===== src/rtl/pdm_cic_decimator.sv =====
// pdm_cic_decimator: CIC decimator that turns the modulator's 1-bit PDM stream back into signed PCM
module pdm_cic_decimator #(
    parameter int ORDER    = 3,
    parameter int DEC_LOG2 = 6,
    parameter int OUT_W    = 16
) (
    input  logic             clk_i,
    input  logic             rst_i,
    input  logic             enable_i,
    input  logic             pdm_i,
    input  logic             pdm_valid_i,
    output logic [OUT_W-1:0] pcm_o,
    output logic             pcm_valid_o,
    output logic             sat_o
);
    localparam int ACC_W = ORDER * DEC_LOG2 + 1;
    // one guard bit so full-scale +R**ORDER does not alias onto -R**ORDER
    localparam int IW = ACC_W + 1;
    localparam int SH = ACC_W - OUT_W;
    localparam logic signed [IW-1:0] PMAX = IW'((1 << (OUT_W - 1)) - 1);
    localparam logic signed [IW-1:0] NMIN = -PMAX - IW'(1);
    logic [DEC_LOG2-1:0] cnt;
    logic signed [IW-1:0] acc [ORDER];
    logic signed [IW-1:0] acc_nx [ORDER];
    logic signed [IW-1:0] dly [ORDER];
    logic signed [IW-1:0] comb [ORDER];
    logic signed [IW-1:0] s;
    logic accept, frame;
    assign accept = enable_i & pdm_valid_i;
    assign frame  = accept & (&cnt);
    always_comb begin
        acc_nx[0] = acc[0] + {{(IW - 1){~pdm_i}}, 1'b1};
        for (int k = 1; k < ORDER; k++) acc_nx[k] = acc[k] + acc[k-1];
        comb[0] = acc_nx[ORDER-1] - dly[0];
        for (int k = 1; k < ORDER; k++) comb[k] = comb[k-1] - dly[k];
        s = comb[ORDER-1] >>> SH;
    end
    always_ff @(posedge clk_i) begin
        if (rst_i || !enable_i) begin
            cnt         <= '0;
            pcm_o       <= '0;
            pcm_valid_o <= 1'b0;
            sat_o       <= 1'b0;
            for (int k = 0; k < ORDER; k++) begin
                acc[k] <= '0;
                dly[k] <= '0;
            end
        end else begin
            pcm_valid_o <= frame;
            sat_o       <= frame && (s > PMAX);
            if (accept) begin
                cnt <= cnt + DEC_LOG2'(1);
                for (int k = 0; k < ORDER; k++) acc[k] <= acc_nx[k];
            end
            if (frame) begin
                dly[0] <= acc_nx[ORDER-1];
                for (int k = 1; k < ORDER; k++) dly[k] <= comb[k-1];
                pcm_o <= (s > PMAX) ? OUT_W'(PMAX) : (s < NMIN) ? OUT_W'(NMIN) : s[OUT_W-1:0];
            end
        end
    end
endmodule


===== config.mk =====
export PLATFORM = sky130hd
export DESIGN_NAME = pdm_cic_decimator
export DESIGN_NICKNAME = d
export VERILOG_FILES = /design/src/rtl/pdm_cic_decimator.sv
export SDC_FILE = /design/constraint.sdc
export NUM_CORES = 1
export LEC_CHECK = 0
export CELL_PAD_IN_SITES_DETAIL_PLACEMENT = 1
export CELL_PAD_IN_SITES_GLOBAL_PLACEMENT = 1
export CORE_ASPECT_RATIO = 1.25
export CORE_MARGIN = 2
export CORE_UTILIZATION = 38
export DETAILED_ROUTE_END_ITERATION = 12
export HOLD_SLACK_MARGIN = 0.03
export MAX_ROUTING_LAYER = met4
export PLACE_DENSITY_LB_ADDON = 0.25
export SYNTH_ARGS = -nofsm -noshare
export SYNTH_HDL_FRONTEND = slang
export SYNTH_SLANG_ARGS = --single-unit

===== constraint.sdc =====
create_clock -name clk_i -period 7.8 [get_ports clk_i]
set_input_delay 1.17 -clock clk_i [delete_from_list [all_inputs] [get_ports clk_i]]
set_output_delay 1.17 -clock clk_i [all_outputs]
set_load 0.02 [all_outputs]

==> flow_metrics.tcl <==
set metrics [dict create \
    cellLeakagePower_uw 0.00515 \
    fmax_mhz 138 \
    min_period_ns 7.26 \
    critPathKind "flip-flop to flip-flop" \
    synth_top_area_share_pct 34.5 \
    syn-cell-area_sq_um 10400 \
    dp_cells 1430 \
    tns_ns 0 \
    overflow 0 \
    wl_mm 22.5 \
    synth_enable_flop_cells 120 \
    viasPerCell 5.26 \
    synth.area.top_cells "edfxtp_1, ha_1, xnor2_1" \
    cts_root_buffer "clkbuf_16" \
    drc_errors 0 \
    grt_pass1_wl_mm 38.4 \
    clk_pin_slew_ns 0.06 \
    drtIter0Drc 257 \
    setup_viol 0 \
    cp_slowest_cell "or4_1" \
    rows 67 \
    place_congestion 0.781 \
    dp_slack_ns 0.0425 \
    clkSinkCount 144 \
    synth_area_per_cell_sq_um 9.73 \
    slew_viol_final 0 \
    synthArstFlopShare_pct 0 \
    cts_buffers 17 \
    antenna_found_initial 0 \
    outcome "complete, no violations" \
    drtAntennaViolNets 0 \
    syn2layout_area_growth_pct 12.7 \
    holdCritPathClass "flip-flop to flip-flop" \
    die_h_um 189 \
    n_antenna_cell 0 \
    synth_cells 1072 \
    cap_viol_max_count 0 \
    internal_power_uw 2200 \
    final_area_sq_um 11800 \
    setup_slack_ns 0.536 \
    grt_pass1_vias 8189 \
    synth-seq-cells 144 \
    core_sq_um 26900 \
    final_cell_count_no_fill 1466 \
    grt_use_total_pct 16.8 \
    vias 7718 \
    syn_nets 1195 \
    crit_required_ns 8.12 \
    clock_latency_ns 0.43 \
    period_share_pct 93.1 \
    nNetsFinal 1231 \
    irDropWorstVdd_mv 0.149 \
    ys_types 74 \
    swShare_pct 39.3 \
    hpwlAfterDp_mm 17.0 \
    max_stage_delay_ns 0.46 \
    p_per_area_nw_per_um2 309 \
    avgRoutedWirePerCell_um 15.4 \
    first_pass_iters 5 \
    synth_area_leader_cell "edfxtp_1" \
    cts_max_level 4 \
    hold_ws_ns 0.460 \
    hold_buffers 0 \
    place.port_buffers 22 \
    drive_gt1_share_pct 6.96 \
    pwr-share-seq_pct 24.5 \
    num_io_pins 23 \
    endpoint_kind "flip-flop" \
    grt_max_degree 61 \
    layout_commonest_cell "nor2_1" \
    placed_area_sq_um 11100 \
    die_area_sq_um 28800 \
    yosysSeqAreaShare_pct 39.1 \
    synth_ff_type "edfxtp_1" \
    p_switching_uw 1430 \
    tritoncts "done" \
    die_x_um 152 \
    max-slew-margin-rel_pct 39.8 \
    power_frac_clock_pct 23.2 \
    worst_pin_slew_ns 0.899 \
    final_cell_mix "nor2_1, edfxtp_1, ha_1, inv_1, a21oi_1" \
    initial_core_util_pct 38.8 \
    clk_path_buf_depth 2 \
    startpoint_type "flip-flop" \
    hold_viol 0 \
    ys_warn_count 0 \
    path_max_fanout 14 \
    share_comb_of_total_power_pct 52.3 \
    critPathArrivalTime_ns 7.58 \
    clock_skew_ns 0.00871 \
]
==> final timing paths <==
| check | start | to | slack, ns | depth (start not counted) |
|---|---|---|---|---|
| worst max-delay path | acc[0][20] | pcm_o[2] | 0.54 | 32 |
| worst min-delay path | pcm_o[15] | pcm_o[15] | 0.46 | 2 |
| worst max register to register | acc[0][20] | pcm_o[2] | 0.54 | 32 |
| worst min register to register | pcm_o[15] | pcm_o[15] | 0.46 | 2 |
==> synthesized netlist by cell type, types with 12 or more instances <==
master	n
dfxtp_1	24
nor3_1	25
xor2_1	34
a21o_1	33
and2_1	35
inv_1	109
nor2b_1	21
xnor2_1	57
nand2b_1	15
nor2_1	123
ha_1	113
o21ai_0	35
a21oi_1	73
nand3_1	18
nand2_1	49
clkbuf_1	12
edfxtp_1	120
and3_1	18
==> logic make-up (layout without fill, tap and decap cells) <==
kind of cell    Yosys count  after routing  synth area share, %
flops                   144            144                 39.1
buf+inv                 126            175                 4.68
compound gates          246            246                 16.2
mux                       2              2                0.192
simple gates            339            339                 16.2
xor+xnor                 97             97                 9.10
fa+ha+maj               118            118                 14.5
==> worst max-delay path: cells and delay by family, from the launching register on <==
| family | cells | cell delay, ns |
|---|---|---|
| fa+ha+maj | 5 | 1.40 |
| buf+inv | 3 | 0.38 |
| compound gates | 15 | 2.57 |
| flops | 1 | 0.40 |
| simple gates | 5 | 1.66 |
| xor+xnor | 4 | 0.76 |
==> through the flow <==
stage | utilization, % | total power, uW
floorplan | - | 2370
finish | 43.7 | 3630
detailed placement | 41.1 | 2750
global placement | 41.1 | 2700
global route | 43.7 | 3890
CTS | 43.5 | 3610
==> power by group through the flow <==
stage	clock network (uW)	registers (uW)	logic, uW
6_report	841	889	1900
5_1_grt	887	894	2110
4_1_cts	862	889	1850
3_5_place_dp	0	906	1840
3_3_place_gp	0	903	1800
2_1_floorplan	0	899	1470
==> per-layer routing <==
metal  global-route usage (%)  part of all wire, %  vias up  wire [um]
met5                        -                    0        -          0
met3                     2.17                  1.6       37        350
met1                     16.9                   41     3721       9280
met4                     6.69                  2.5        0        565
met2                     32.6                   55       65      12400
li1                         -                    -     3895          -
==> flip-flops by register name, indices dropped and copies added, names as in the netlist <==
signal and cells:
acc 60, cnt 6, dly 60, pcm_o 16
pcm_valid_o 1, sat_o 1
==> timing repair <==
item / in CTS / in global routing
setup buffers: 1 / 3
setup endpoints to repair: 1 / 17
hold endpoints to repair: 0 / 0
gates cloned: 0 / 0
resized for setup: 0 / 11
pin swaps: 1 / 5
==> cell type report <==
| class | instances | area (sq um) |
|---|---|---|
| fillers | 3026 | 15200 |
| clock inverters | 8 | 70.1 |
| inverters | 109 | 409 |
| well taps | 345 | 432 |
| flip-flops and latches | 144 | 4080 |
| multi-input cells | 802 | 5900 |
| clock buffers | 24 | 536 |
| repair buffers | 34 | 323 |
Power figures use the tool's default switching activity.
==> variant, RTL diff (same flow settings) <==
Put one more register stage on the output `pcm_o`. The value now appears one clock later. The other outputs are not delayed to match.
--- a/src/rtl/pdm_cic_decimator.sv
+++ b/src/rtl/pdm_cic_decimator.sv
@@ -19,6 +19,8 @@
     localparam int SH = ACC_W - OUT_W;
     localparam logic signed [IW-1:0] PMAX = IW'((1 << (OUT_W - 1)) - 1);
     localparam logic signed [IW-1:0] NMIN = -PMAX - IW'(1);
+
+    logic [OUT_W-1:0] pcm_s0;
     logic [DEC_LOG2-1:0] cnt;
     logic signed [IW-1:0] acc [ORDER];
     logic signed [IW-1:0] acc_nx [ORDER];
@@ -38,7 +40,7 @@
     always_ff @(posedge clk_i) begin
         if (rst_i || !enable_i) begin
             cnt         <= '0;
-            pcm_o       <= '0;
+            pcm_s0      <= '0;
             pcm_valid_o <= 1'b0;
             sat_o       <= 1'b0;
             for (int k = 0; k < ORDER; k++) begin
@@ -55,9 +57,13 @@
             if (frame) begin
                 dly[0] <= acc_nx[ORDER-1];
                 for (int k = 1; k < ORDER; k++) dly[k] <= comb[k-1];
-                pcm_o <= (s > PMAX) ? OUT_W'(PMAX) : (s < NMIN) ? OUT_W'(NMIN) : s[OUT_W-1:0];
+                pcm_s0 <= (s > PMAX) ? OUT_W'(PMAX) : (s < NMIN) ? OUT_W'(NMIN) : s[OUT_W-1:0];
             end
         end
     end
+    always_ff @(posedge clk_i) begin
+        pcm_o <= pcm_s0;
+    end
+
 endmodule
 
Behaviour: no difference found for any inputs over 10 cycles, from zero or initial values; that may be too few to reach the edited logic, so the function may still have changed.
==> variant against the unedited design <==
Core utilization is 0.097 points lower. Count of clock-buffer cells in the layout down 3. Critical path depth rose by 2. Worst setup slack improved by 0.055 ns. Sequential share of layout area rose by 2.9 points. Cell area fell by 0.53%. Combinational power shrank 8%. Sequential cell count is 16 higher. Power down 0.59%. Area after synthesis down 0.40%. Routed wire length fell by 4.4%. Non-clock buffer count is 3 lower. Largest power group unchanged. Highest routed layer unchanged.
==> variant: results (changes against the unedited design) <==
Outcome
  – Status: finished clean

Global routing
  – Initial antenna violation count: 0 (unchanged)
  – First-pass GRT wire length: 36900 µm (-4.1%)
  – Vias in the first global route: 7760 (-5.2%)
  – GRT met2 Usage: 29.6% (-3.0 points)
  – Pin count of the biggest net entering global routing: 61 (unchanged)
  – Met1 Resource Use GR: 17.4% (+0.44 points)
  – GRT Resource Usage Total: 16.1% (-0.72 points)
  – Met3 usage: 2.75% (+0.57 points)

Timing
  – Worst Skew: 0.0112 ns (+0.00249 ns)
  – Worst slew pin tran: 0.950 ns (+0.0504 ns)
  – Setup TNS: 0 ns (unchanged)

Power
  – Clock network fraction of total power: 24.5% (+1.3 points)
  – Worst IR drop on VDD: 0.170 mV (+14%)
  – Internal power: 0.00220 W (-0.29%)
  – Comb power frac: 48.6% (-3.7 points)
  – Leak Pwr: 5.05 nW (-1.9%)

Routing
  – Vias/cell: 5.20 (-1.2%)
  – Wire length on met1: 9240 µm (-0.41%)
  – Met2 WL: 11500 µm (-7.0%)
  – Post-Route WL: 21500 µm (-4.4%)
  – Remaining antenna violation count after routing: 0 (unchanged)
  – First DRT Iteration DRCs: 260 (+1.2%)
  – DR pass1 iterations: 6 (+1)
  – WL met3: 339 µm (-3.1%)
  – Wire per inst: 15.2 µm (-1.5%)

Yosys
  – Seq/Total Area, Yosys: 42.4% (+3.2 points)
  – Cells after Synth: 1032 (-3.7%)
  – Synth top cells by count: 120 x edfxtp_1, 115 x nor2_1, 113 x ha_1
  – Synth unique cells: 63 (-15%)
  – Top FF cell, synth: edfxtp_1
  – Largest cells by area after synthesis: edfxtp_1 35%, ha_1 14%, dfxtp_1 7.7%
  – Async set-reset flop share out of synthesis: 0% (unchanged)

Placed design
  – Hpwl dp: 16000 µm (-6.4%)
  – Placed Area: 11000 µm² (-0.48%)
  – GPL Wtd Cong: 0.788 (+0.87%)
  – Inst Count DP: 1388 (-2.9%)

Critical path
  – Slowest Stage Delay on Critical Path: 0.42 ns (-0.04 ns)
  – CP max FO: 13 (-1)
  – WP data arrival: 7.54 ns (-0.04 ns)
  – Critical Path Slowest Stage Cell: edfxtp_1

Layout
  – Share of layout cells above drive strength 1: 5.94% (-1.0 points)
  – Fillers: 3035 (+0.30%)
  – Final nets: 1187 (-3.6%)
  – Regs by FF count: acc x60, dly x60

CTS
  – CTS Buffer Depth: 2 (unchanged)
  – Worst-Skew Late Latency: around 0.44 ns
## variant: changes by cell type after synthesis, sizes merged, moves of 7 or more
cell | unedited run | this run
dfxtp | 24 | 40
and3 | 18 | 8
nor2 | 123 | 115
nand2 | 49 | 30
o21a | 7 | 21
nor2b | 21 | 14
## variant: timing repair
| action | in CTS | in global routing |
|---|---|---|
| hold endpoints to repair | 0 | 0 |
| gates resized for setup | 0 | 6 |
| hold buffers | 0 | 0 |
| setup endpoints to repair | 0 | 17 |
| setup buffers | 0 | 2 |
## variant: kinds of logic after synthesis
logic type / Yosys count / synth area share (%)
fa+ha+maj: 118 / 14.6
mux: 1 / 0.0963
simple gates: 270 / 12.7
xor+xnor: 102 / 8.87
buf+inv: 128 / 4.77
compound gates: 253 / 16.6
flops: 160 / 42.4
## variant: through the flow
step | total power [W] | setup WS (ns)
floorplan | 0.00233 | 1.01
finish | 0.00361 | 0.591
global placement | 0.00266 | 0.438
global route | 0.00387 | -0.00731
CTS | 0.00360 | 0.134
detailed placement | 0.00270 | 0.226
## variant: path summary, 6_finish.rpt
path	from	to	slack, ns	cells past startpoint
max	acc[0][20]$_SDFFCE_PN0P_	pcm_s0[6]$_SDFFE_PP0P_	0.59	34
min	pcm_s0[0]$_SDFFE_PP0P_	pcm_o[0]$_DFF_P_	0.35	0
max reg2reg	acc[0][20]$_SDFFCE_PN0P_	pcm_s0[6]$_SDFFE_PP0P_	0.59	34
min reg2reg	pcm_s0[0]$_SDFFE_PP0P_	pcm_o[0]$_DFF_P_	0.35	0
## variant: layout make-up
class	instances	area [µm²]	share of cell area, %
multi-input combinational	744	5520	47.2
sequential	160	4400	37.7
clock buffer	21	526	4.49
tap	345	432	3.69
inverter	110	413	3.53
timing repair buffer	31	300	2.57
clock inverter	11	103	0.877
